**src/rtl/ysyx_25030085_pkg.sv**
```systemverilog
// Shared definitions for the load/store path, also used by decode.
//   lsu_state_t    : LSU control FSM states
//   F3_*           : RV32 funct3 width codes for loads and stores
//   lsu_misaligned : true when an op cannot be issued (bad alignment or
//                    a width code that is illegal for the op kind)
package ysyx_25030085_pkg;

  typedef enum logic [1:0] {
    ST_IDLE = 2'd0,
    ST_REQ  = 2'd1,
    ST_WAIT = 2'd2,
    ST_FIN  = 2'd3
  } lsu_state_t;

  localparam logic [2:0] F3_LB  = 3'b000;
  localparam logic [2:0] F3_LH  = 3'b001;
  localparam logic [2:0] F3_LW  = 3'b010;
  localparam logic [2:0] F3_LBU = 3'b100;
  localparam logic [2:0] F3_LHU = 3'b101;
  localparam logic [2:0] F3_SB  = 3'b000;
  localparam logic [2:0] F3_SH  = 3'b001;
  localparam logic [2:0] F3_SW  = 3'b010;

  function automatic logic lsu_misaligned(input logic [2:0] funct3,
                                          input logic [1:0] addr_lo,
                                          input logic       is_store);
    logic bad;
    bad = 1'b0;
    case (funct3)
      F3_LB:   bad = 1'b0;
      F3_LH:   bad = addr_lo[0];
      F3_LW:   bad = |addr_lo;
      F3_LBU:  bad = is_store;
      F3_LHU:  bad = is_store | addr_lo[0];
      default: bad = 1'b1;
    endcase
    return bad;
  endfunction

endpackage

```
**src/rtl/ysyx_25030085_lsu_align.sv**
```systemverilog
// Combinational lane logic for the LSU.
//   funct3, addr_lo, is_store : latched op description
//   wdata      : right-aligned store data
//   rdata      : raw memory word from the response
//   wmask      : byte enables (zero for loads)
//   wdata_lane : store data replicated into every lane of its width
//   ld_ext     : selected byte/half/word, sign- or zero-extended
module ysyx_25030085_lsu_align
  import ysyx_25030085_pkg::*;
(
  input  logic [2:0]  funct3,
  input  logic [1:0]  addr_lo,
  input  logic        is_store,
  input  logic [31:0] wdata,
  input  logic [31:0] rdata,
  output logic [3:0]  wmask,
  output logic [31:0] wdata_lane,
  output logic [31:0] ld_ext
);

  function automatic logic [31:0] sext8(input logic signed [7:0] v);
    logic signed [31:0] r;
    r = v;
    return r;
  endfunction

  function automatic logic [31:0] sext16(input logic signed [15:0] v);
    logic signed [31:0] r;
    r = v;
    return r;
  endfunction

  logic [7:0]  byte_sel;
  logic [15:0] half_sel;

  // Replicating the data means the memory only has to honour the mask.
  always_comb begin
    wmask      = 4'b0000;
    wdata_lane = wdata;
    case (funct3[1:0])
      2'b00: begin
        wmask      = 4'b0001 << addr_lo;
        wdata_lane = {4{wdata[7:0]}};
      end
      2'b01: begin
        wmask      = 4'b0011 << addr_lo;
        wdata_lane = {2{wdata[15:0]}};
      end
      default: wmask = 4'b1111;
    endcase
    if (!is_store) wmask = 4'b0000;
  end

  always_comb begin
    byte_sel = rdata[{addr_lo, 3'b000} +: 8];
    half_sel = addr_lo[1] ? rdata[31:16] : rdata[15:0];
    case (funct3)
      F3_LB:   ld_ext = sext8(byte_sel);
      F3_LH:   ld_ext = sext16(half_sel);
      F3_LBU:  ld_ext = {24'b0, byte_sel};
      F3_LHU:  ld_ext = {16'b0, half_sel};
      default: ld_ext = rdata;
    endcase
  end

endmodule

```
**src/rtl/ysyx_25030085_lsu.sv**
```systemverilog
// Load/store unit: accepts one memory op from execute, issues at most one
// memory request, waits for its response and pulses done.
//   clk, rst                      : clock, synchronous active-high reset
//   op_valid/op_ready             : op handshake (ready only in IDLE)
//   op_load, op_store, funct3     : op kind and width code
//   addr, wdata                   : byte address, right-aligned store data
//   mem_req_valid/mem_req_ready   : request handshake
//   mem_addr, mem_wen, mem_wmask, mem_wdata : request fields (word aligned)
//   mem_resp_valid, mem_rdata     : one response per request
//   done, misalign                : completion pulse, alignment reject flag
//   ld_data                       : extended load result, held until next load
module ysyx_25030085_lsu
  import ysyx_25030085_pkg::*;
(
  input  logic        clk,
  input  logic        rst,
  input  logic        op_valid,
  output logic        op_ready,
  input  logic        op_load,
  input  logic        op_store,
  input  logic [2:0]  funct3,
  input  logic [31:0] addr,
  input  logic [31:0] wdata,
  output logic        mem_req_valid,
  input  logic        mem_req_ready,
  output logic [31:0] mem_addr,
  output logic        mem_wen,
  output logic [3:0]  mem_wmask,
  output logic [31:0] mem_wdata,
  input  logic        mem_resp_valid,
  input  logic [31:0] mem_rdata,
  output logic        done,
  output logic [31:0] ld_data,
  output logic        misalign
);

  lsu_state_t  state, state_next;
  logic [2:0]  funct3_q;
  logic [31:0] addr_q;
  logic [31:0] wdata_q;
  logic        store_q;
  logic        misal_q;
  logic        accept;
  logic        bad_now;
  logic [3:0]  wmask;
  logic [31:0] wdata_lane;
  logic [31:0] ld_ext;

  // Asserting both kinds (or neither) is not a valid op and is not accepted.
  assign accept  = (state == ST_IDLE) & op_valid & (op_load ^ op_store);
  assign bad_now = lsu_misaligned(funct3, addr[1:0], op_store);

  always_ff @(posedge clk) begin
    if (rst) state <= ST_IDLE;
    else     state <= state_next;
  end

  always_comb begin
    state_next = state;
    case (state)
      ST_IDLE: if (accept) state_next = bad_now ? ST_FIN : ST_REQ;
      ST_REQ:  if (mem_req_ready) state_next = ST_WAIT;
      ST_WAIT: if (mem_resp_valid) state_next = ST_FIN;
      default: state_next = ST_IDLE;
    endcase
  end

  always_comb begin
    op_ready      = (state == ST_IDLE);
    mem_req_valid = (state == ST_REQ);
    done          = (state == ST_FIN);
    misalign      = (state == ST_FIN) & misal_q;
    mem_addr      = {addr_q[31:2], 2'b00};
    mem_wen       = store_q;
    mem_wmask     = wmask;
    mem_wdata     = wdata_lane;
  end

  // Op fields are frozen at accept so request fields stay stable while
  // execute moves on; ld_data only changes on a completed load.
  always_ff @(posedge clk) begin
    if (rst) begin
      funct3_q <= 3'b000;
      addr_q   <= 32'b0;
      wdata_q  <= 32'b0;
      store_q  <= 1'b0;
      misal_q  <= 1'b0;
      ld_data  <= 32'b0;
    end else begin
      if (accept) begin
        funct3_q <= funct3;
        addr_q   <= addr;
        wdata_q  <= wdata;
        store_q  <= op_store;
        misal_q  <= bad_now;
      end
      if ((state == ST_WAIT) && mem_resp_valid && !store_q)
        ld_data <= ld_ext;
    end
  end

  ysyx_25030085_lsu_align u_align (
    .funct3     (funct3_q),
    .addr_lo    (addr_q[1:0]),
    .is_store   (store_q),
    .wdata      (wdata_q),
    .rdata      (mem_rdata),
    .wmask      (wmask),
    .wdata_lane (wdata_lane),
    .ld_ext     (ld_ext)
  );

endmodule

```
**config.mk**
```make
export PLATFORM = sky130hd
export DESIGN_NAME = ysyx_25030085_lsu
export DESIGN_NICKNAME = d
export VERILOG_FILES = /design/src/rtl/ysyx_25030085_pkg.sv /design/src/rtl/ysyx_25030085_lsu_align.sv /design/src/rtl/ysyx_25030085_lsu.sv
export SDC_FILE = /design/constraint.sdc
export NUM_CORES = 1
export LEC_CHECK = 0
export ABC_AREA = 1
export ABC_CLOCK_PERIOD_IN_PS = 3800
export BUFFER_PORTS_ARGS = -buffer_cell sky130_fd_sc_hd__buf_2
export CORE_ASPECT_RATIO = 1.5
export CORE_MARGIN = 2
export CORE_UTILIZATION = 45
export CTS_BUF_LIST = sky130_fd_sc_hd__clkbuf_4
export DETAILED_ROUTE_END_ITERATION = 8
export PLACE_DENSITY = 0.76
export SLEW_MARGIN = 20
export SYNTH_ARGS = -nofsm -noshare
export SYNTH_HDL_FRONTEND = slang
export SYNTH_SLANG_ARGS = --single-unit
```
**constraint.sdc**
```tcl
create_clock -name clk -period 3.8 [get_ports clk]
set_input_delay 0.76 -clock clk [delete_from_list [all_inputs] [get_ports clk]]
set_output_delay 0.76 -clock clk [all_outputs]
set_load 0.1 [all_outputs]
```
Word level (Yosys, flattened, before mapping)
Cells that the tools add are included.
Widths: inputs -> output; s select.

storage, ports and cells
  logic and storage cells = 49
  bits in registers = 103
  bits of input ports = 106

cells by class
  muxes and demuxes = 11
  reductions and logical operators = 9
  bitwise operators = 5
  eq/ne operators = 14
  shifts and indexed selects = 3

operators with widths
  operator             number
  $pmux 32 s4          1
  $pmux 32 s2          1
  $shiftx 32x6->8      1
  $mux 16              1
  $eq 3x3->1 const B   4
  $mux 2               4
  $pmux 4 s2           1
  $eq 3x1->1 const B   2
  $logic_not 3->1      2
  $pmux 2 s3           1
  $pmux 1 s5           1
  $eq 2x1->1 const B   2
  $eq 2x2->1 const B   2
  $logic_not 2->1      2
  $mux 4               1
  $ne 2x1->1 const B   2
  $shl 1x2->4 const A  1
  $shl 2x2->4 const A  1
  $and 1x1->1          3
  $eq 3x2->1 const B   1
  $reduce_and 3->1     1
  $logic_and 1x1->1    2
  $ne 2x2->1 const B   1
  $reduce_or 2->1      1
  3 further kinds      3

Logic depth before layout (Yosys ltp)
Gate-level depths: netlist (run 1).

  word-level depth = 5
  depth in mapped cells = 10
  gate-level depth less buffers = 9

Hierarchy
Synthesis (run 1) repeated with hierarchy kept, for this count alone.

second synthesis, totals
  cells, all modules = 796
  area, all modules = 5252.5 um2

modules (own cells, without submodules)
  module                   cells each  sequential area each (um2)  area an instance (um2)  times used
  ysyx_25030085_lsu        513         2062.0                      3937.5                  1
  ysyx_25030085_lsu_align  283         0.0                         1315.0                  1

Worst setup path before layout (run 1)
No wires, ideal clock.

  path kind = reg2out
  start = reg store_q (netlist: mem_wen)
  end = out mem_wmask[2]
  cell stages (with the launch flop) = 3
  data required time = 3.040 ns
  path slack = -0.343 ns
  arrival = 3.383 ns
  cell sequence = dfxtp_1 > inv_2 > a211oi_1

on the way
  cells in the longest elaborated chain, start to end = 1

ends and longest elaborated chain
  what                    RTL line                       source
  from (decl)             ysyx_25030085_lsu.sv:41        logic store_q;
  from (signal assigned)  ysyx_25030085_lsu.sv:94        store_q <= op_store;
  $mux 4                  ysyx_25030085_lsu_align.sv:51  if (!is_store) wmask = 4'b0000;
  to (decl)               ysyx_25030085_lsu.sv:28        output logic [3:0] mem_wmask,

Every way passes these cells.

Final worst setup path (run 1)
  start = reg funct3_q[1]
  end = out mem_wdata[25]

on the way
  cells in the longest elaborated chain, start to end = 2
  elaborated cells on any way between the ends = 3
  those cells by class = eq/ne: 1; mux: 1; reduce/logical: 1

ends and longest elaborated chain
  what                                           RTL line                       source
  from (decl)                                    ysyx_25030085_lsu.sv:38        logic [2:0] funct3_q;
  from (signal assigned)                         ysyx_25030085_lsu.sv:91        funct3_q <= funct3;
  $eq 2x1->1 or $logic_not 2->1 (tied branches)  ysyx_25030085_lsu_align.sv:40  case (funct3[1:0])
  $pmux 32 s2 (*)                                ysyx_25030085_lsu_align.sv:40
  to (decl)                                      ysyx_25030085_lsu.sv:29        output logic [31:0] mem_wdata,

Every way passes the cells marked *; elsewhere a longest branch is shown, timed or not.

==> impl_results.md, run 1 <==
* Critical path depth in cells at 5
* Proportion of netlist area held by the largest area contributor at around two fifths
* Post-synthesis cell type count at 29
* ANT nets after route at 0
* Syn avg cell area at roughly 7.0 um^2
* GRT Total Usage at ~22%
* WP buf/inv at 3
* Max-slew violation count at 0
* Worst path slowest cell: buf_2
* Number of hold buffers added after cts at 0
* Rel. slew slack at roughly half
* IO Count at approximately 210
* Routed WL at between 10 and 15 mm
* Hold Path End: addr_q[8]
* CP max stage delay at approximately 0.46 ns
* Core region area at ~11,000 um^2
* RSZ-0062 raised after global routing: false
* Row count at 47
* Initial antenna violation count at 3
* Total gr overflow at 0
* Status: completed
* Worst hold stages at 2
* Fill cell count at roughly 1,200
* CP startpoint kind: register
* # DRC at 0
* Share of layout cells above drive strength 1 at 28.1%
* Max Cap Viol at 0
* GPL Wtd Cong at between 0.8 and 0.9
* TNS Setup at 0 ns
* Clock-pin slew on the worst setup and hold paths at between 0.15 and 0.2 ns
* Worst Setup Path Type: register to output pin
* CTS root buffer: clkbuf_4
* Final HPWL DP at 10.1 mm
* Synth Register Bits at 103
* Leak at between 2 and 3 nW
* Fin nets at 977
* Worst R2R End: ld_data[11]
* Die extent in y at between 100 and 150 um
* Post-layout util at 53.8%
* Setup violators final at 0
* Largest net degree at the start of global routing at between 70 and 80
* Synth Flop Type: dfxtp_1
* Chip width at around 90 um
* Vias in the first global route at approximately 4,600
* PwrDens at about 750 nW/um^2
* Worst hold-check slack at about 0.47 ns
* Initial DRC count at approximately 240
* Initial Utilization at a little under half
* Crit-path max FO at 23
* Die area at approximately 12,000 um^2
* Layout Skew at roughly 0.018 ns
* Clk sinks at about 100
* Critical Path AT at about 2.4 ns
* CTS tree: built
* Post-synthesis instance area at between 5000 and 6000 um^2
* Clk_lat worst skew at roughly 0.44 ns
* Top cells by area, synth: dfxtp_1 41%, nand2_1 12%, a21oi_1 9.7%
* Final hold vios at 0
* Synth Warn # at 0
* Least-Margin Pin Slew at around 0.77 ns
* Max VDD drop at around 0.00033 V
* First-pass GRT wire length at about 22 mm
* Synth area leader: dfxtp_1
* Worst setup EP type: output pin
* FF-to-FF path depth at 7
* Number of synthesized flops with an enable pin at 0
* Fraction of registers with async set or reset after synthesis at 0%
* Pre-antenna DRT Iters at 7
* Worst Hold Launch: addr_q[8]
* Synth-to-layout area growth at 17.3%
* WL/cell at between 10 and 15 um
* Post-CTS setup buffers at 0
* Worst Hold Class: register to register
* Sequential-to-total area share from yosys stat at roughly two fifths
* H-tree levels at 3
* Minimum clock period at 3.18 ns
* CTS buffer count at 9
* Required @ worst endpoint at approximately 3.0 ns
* IO Port Bufs at 208
* Critical path's top delay family: buffers and inverters
* Via count at around 5,000
* Mapped Cells at approximately 730
* Most common cell in the synthesized netlist: nand2_1
* Worst r2r src: state[0]
* Tcrit/Tclk final at 83.6%
* Setup slack, reg-to-reg at 1.60 ns
* Max Clk Rate at 0.315 GHz
* Detailed-route vias per instance at roughly 5
* Crit-path cells: buf_4 -> inv_2 -> nand2_2 -> o221ai_1 -> buf_2
* # resized after CTS at 0
* Bufs on Longest Clock Path at 2
* Synth top cells by count: 157 x nand2_1, 103 x dfxtp_1, 98 x a21oi_1, 98 x o21ai_0, 64 x inv_1
through the flow:
step / std cells / worst slack, ns / total power [mW] / cell area [um^2]
2_1_floorplan: 726 / 0.246 / 3.66 / 5050
4_1_cts: 1018 / 0.584 / 4.49 / 5910
3_3_place_gp: 1003 / 1.14 / 3.97 / 5800
5_1_grt: 1019 / 0.419 / 4.70 / 5920
3_5_place_dp: 1003 / 1.11 / 3.98 / 5800
6_report: 1019 / 0.625 / 4.45 / 5920
flip-flops by register name, indices dropped and copies added (netlist names):
| signal | cells |
|---|---|
| wdata_q | 32 |
| addr_q | 32 |
| ld_data | 32 |
| misal_q | 1 |
| funct3_q | 3 |
| state | 2 |
| mem_wen | 1 |
placed cells by master (no fill, tap or decap):
cell type | synthesis | routed
clkinv_2 | 0 | 2
a21boi_0 | 7 | 7
nand3_4 | 0 | 1
o21ai_0 | 98 | 98
inv_6 | 0 | 1
buf_4 | 45 | 6
clkinvlp_4 | 0 | 2
nand3b_1 | 1 | 1
nand3_1 | 10 | 10
o21ai_2 | 1 | 1
nor3_1 | 1 | 1
nor2_2 | 1 | 1
nand2_1 | 157 | 157
diode_2 | 0 | 1
nand2_4 | 2 | 2
nand2_2 | 2 | 2
a31oi_1 | 1 | 1
a211oi_1 | 2 | 1
o21ai_1 | 13 | 13
inv_1 | 64 | 64
inv_2 | 7 | 7
nor2_1 | 56 | 56
clkbuf_4 | 0 | 10
o21bai_1 | 1 | 1
ha_1 | 4 | 4
o221ai_1 | 8 | 8
o22ai_1 | 1 | 1
dfxtp_1 | 103 | 103
a211oi_2 | 0 | 1
conb_1 | 1 | 2
buf_2 | 10 | 208
a21oi_1 | 98 | 98
nand3_2 | 2 | 1
worst register-to-register path, delay by kind of cell, from the launching register on:
kind,cells,cell delay [ns]
DFF,1,0.37
buffers and inverters,2,0.74
AOI/OAI and AO/OA,3,0.56
adders and majority gates,1,0.21
and+or+nand+nor,1,0.24
power by group:
group	switching, mW	internal (mW)	leakage, nW
combinational	2.15	0.440	2.01
clock	0.361	0.139	0.0587
sequential	0.103	1.26	0.841
layout make-up:
| class | count | area (um^2) | share of cell area (%) |
|---|---|---|---|
| flip-flops and latches | 103 | 2060 | 34.9 |
| clock buffers | 10 | 75.1 | 1.27 |
| inverters | 71 | 267 | 4.51 |
| diodes | 1 | 2.50 | 0.0423 |
| clock inverters | 5 | 33.8 | 0.571 |
| repair buffers | 214 | 1090 | 18.4 |
| multi-input cells | 468 | 2210 | 37.3 |
| well taps | 147 | 184 | 3.11 |
worst max-delay path by stage:
stage                      startpoint  slack (ns)       endpoint
after floorplan           funct3_q[1]        0.25  mem_wdata[10]
after global placement    funct3_q[1]        1.14  mem_wdata[26]
after detailed placement  funct3_q[1]        1.11  mem_wdata[26]
after CTS                 funct3_q[1]        0.58  mem_wdata[26]
after global routing      funct3_q[1]        0.42  mem_wdata[25]
final                     funct3_q[1]        0.62  mem_wdata[25]
kinds of logic (layout without fill, tap and decap cells):
kind of cell	after synthesis	count (layout)	share of synthesized area, %
and+or+nand+nor	232	232	18.3
AOI/OAI and AO/OA	230	230	24.0
buffers and inverters	155	300	15.7
DFF	103	103	40.9
adders and majority gates	4	4	0.992
other	1	3	0.0743
metal layers:
metal  vias up  track usage [%]  wire (um)
met1      2237             25.4       5480
met4         2             10.5        442
met2       215             38.2       6700
met3        31             6.33       1190
met5         -                0         13
li1       2591                -          -
Power figures use the tool's default switching activity.
==> inputs of run 2 (changes only) <==
--- a/config.mk
+++ b/config.mk
@@ -6,7 +6,7 @@
 export NUM_CORES = 1
 export LEC_CHECK = 0
 export ABC_AREA = 1
-export ABC_CLOCK_PERIOD_IN_PS = 3800
+export ABC_CLOCK_PERIOD_IN_PS = 3100
 export BUFFER_PORTS_ARGS = -buffer_cell sky130_fd_sc_hd__buf_2
 export CORE_ASPECT_RATIO = 1.5
 export CORE_MARGIN = 2
==> constraint.sdc (replaced) <==
create_clock -name clk -period 3.1 [get_ports clk]
set_input_delay 0.62 -clock clk [delete_from_list [all_inputs] [get_ports clk]]
set_output_delay 0.62 -clock clk [all_outputs]
set_load 0.1 [all_outputs]
==> impl_results.md, run 2 (same netlist as run 1, synthesis figures left out) <==
* PwrDens at 917 nW/um^2 (+22%)
* Initial DRC count at 253 (+5.0%)
* CTS root buffer: clkbuf_4
* Via count at 5,085 (+0.18%)
* ANT nets after route at 0 (unchanged)
* Max Cap Viol at 0 (unchanged)
* Minimum clock period at 2.92 ns
* Final Instance Count excl. Fillers at 1,022 (+0.29%)
* Fill cell count at 1,124 (-2.6%)
* Hold Path End: addr_q[6]
* Die extent in y at 134 um (unchanged)
* Synth-to-layout area growth at 21.8%
* Chip width at 90.5 um (unchanged)
* Worst Hold Launch: addr[6]
* IO Count at 211 (unchanged)
* Core region area at 11,000 um^2 (unchanged)
* Clock-pin slew on the worst setup and hold paths at 0.16 ns (about the same)
* Final HPWL DP at 10.9 mm (+7.9%)
* Worst setup EP type: output pin
* Largest net degree at the start of global routing at 78 (+5.4%)
* Initial antenna violation count at 1 (-2)
* Number of hold buffers added after cts at 0 (unchanged)
* Pre-antenna DRT Iters at 5 (-2)
* Row count at 47 (unchanged)
* Required @ worst endpoint at 2.48 ns (-0.56 ns)
* Status: completed
* DP Worst Slack at 0.615 ns (-0.496 ns)
* Worst hold stages at 3 (+1)
* Worst r2r src: state[0]
* # resized after CTS at 0 (unchanged)
* First-pass GRT wire length at 22.3 mm (+2.2%)
* Fin nets at 979 (+0.20%)
* Max Clk Rate at ~0.34 GHz
* RSZ-0062 raised after global routing: false
* FF-to-FF path depth at 8 (+1)
* Leak at 2.96 nW (+1.8%)
* Worst R2R End: addr_q[23]
* CP startpoint kind: register
* WL/cell at 14.2 um (+4.7%)
* Crit-path max FO at 23 (unchanged)
* Rel. slew slack at 58.5% (+9.8 points)
* Least-Margin Pin Slew at 0.622 ns (-0.146 ns)
* Critical Path AT at 2.30 ns (-0.12 ns)
* Initial Utilization at 45.9% (unchanged)
* Max VDD drop at 0.000408 V (+25%)
* Tcrit/Tclk final at a little over nine tenths
* Layout Skew at 0.0145 ns (-0.00394 ns)
* Total gr overflow at 0 (unchanged)
* Largest regs: addr_q: 32 flops, ld_data: 32 flops, wdata_q: 32 flops
* Worst Hold Class: input port to register
* FF/Latch Area at 2060 um^2 (unchanged)
* Share of layout cells above drive strength 1 at 28.5% (+0.36 points)
* Setup slack, reg-to-reg at 0.98 ns (-0.62 ns)
* Bufs on Longest Clock Path at 2 (unchanged)
* # DRC at 0 (unchanged)
* Clk sinks at 103 (unchanged)
* Max-slew violation count at 0 (unchanged)
* Final hold vios at 0 (unchanged)
* Detailed-route vias per instance at 4.98 (-0.12%)
* CTS buffer count at 9 (unchanged)
* Clk_lat worst skew at 0.44 ns (about the same)
* TNS Setup at 0 ns (unchanged)
* Setup ws final at 0.181 ns (-0.444 ns)
* Post-layout util at 55.9% (+2.1 points)
* H-tree levels at 3 (unchanged)
* Overall power at 5.64 mW (+27%)
* Most common cell after layout, fill and taps aside: buf_2
* Die area at 12,100 um^2 (unchanged)
* GPL Wtd Cong at 1.01 (+17%)
* IO Port Bufs at 208 (unchanged)
* GRT Total Usage at 23.1% (+0.89 points)
* Setup violators final at 0 (unchanged)
* Commonest cells after routing, fill and taps aside: 189 x buf_2, 157 x nand2_1, 103 x dfxtp_1
* Placed cells at 1,005 (+0.20%)
* Area of the multi-input gates at 2210 um^2 (+0.34%)
* Vias in the first global route at 4,581 (-0.48%)
* Post-CTS setup buffers at 0 (unchanged)
* CTS tree: built
* Routed WL at 14.5 mm (+5.0%)
* Worst Setup Path Type: register to output pin
run 2: cell count changes in the layout (fill, tap and decap cells not counted), sizes merged:
cell and delta:
clkbuf +9, buf -6
run 2: worst max-delay path by stage:
stage                start            end  slack [ns]  depth (start not counted)
4_1_cts        funct3_q[1]  mem_wdata[27]        0.08                          5
3_3_place_gp   funct3_q[1]  mem_wdata[27]        0.66                          5
6_report       funct3_q[1]  mem_wdata[24]        0.18                          5
5_1_grt        funct3_q[1]  mem_wdata[24]        0.01                          5
3_5_place_dp   funct3_q[1]  mem_wdata[27]        0.61                          5
2_1_floorplan  funct3_q[1]  mem_wdata[10]       -0.31                          4
run 2: critical path, stage by stage (launching register included):
cell      delay (ns)
dfxtp_1         0.35
buf_4           0.19
inv_2           0.33
nand2_2         0.33
o221ai_1        0.27
clkbuf_4        0.38
run 2: power by group:
part	switching, mW	total [mW]	internal, mW
combinational	2.67	3.34	0.663
sequential	0.126	1.67	1.54
clock	0.445	0.628	0.183
run 2: layer usage:
metal | share of wire [%] | global-route usage (%)
met1 | 38 | 25.4
met5 | 0 | 0
met3 | 6.9 | 5.43
met2 | 52 | 42.0
met4 | 3.5 | 10.7
run 2: final cells by class:
type,count,share of cell area [%]
Timing Repair Buffer,216,21.1
Clock buffer,11,1.34
Inverter,71,4.34
Multi-Input combinational cell,468,36.0
Antenna cell,1,0.0407
Tap cell,147,2.99
Clock inverter,5,0.530
Sequential cell,103,33.6
run 2: per-stage QoR:
stage                     hold WS, ns  area [um^2]
after global placement          0.450         6000
final                           0.393         6140
after CTS                       0.350         6120
after detailed placement        0.453         6000
after global routing            0.355         6140
after floorplan                 0.430         5060
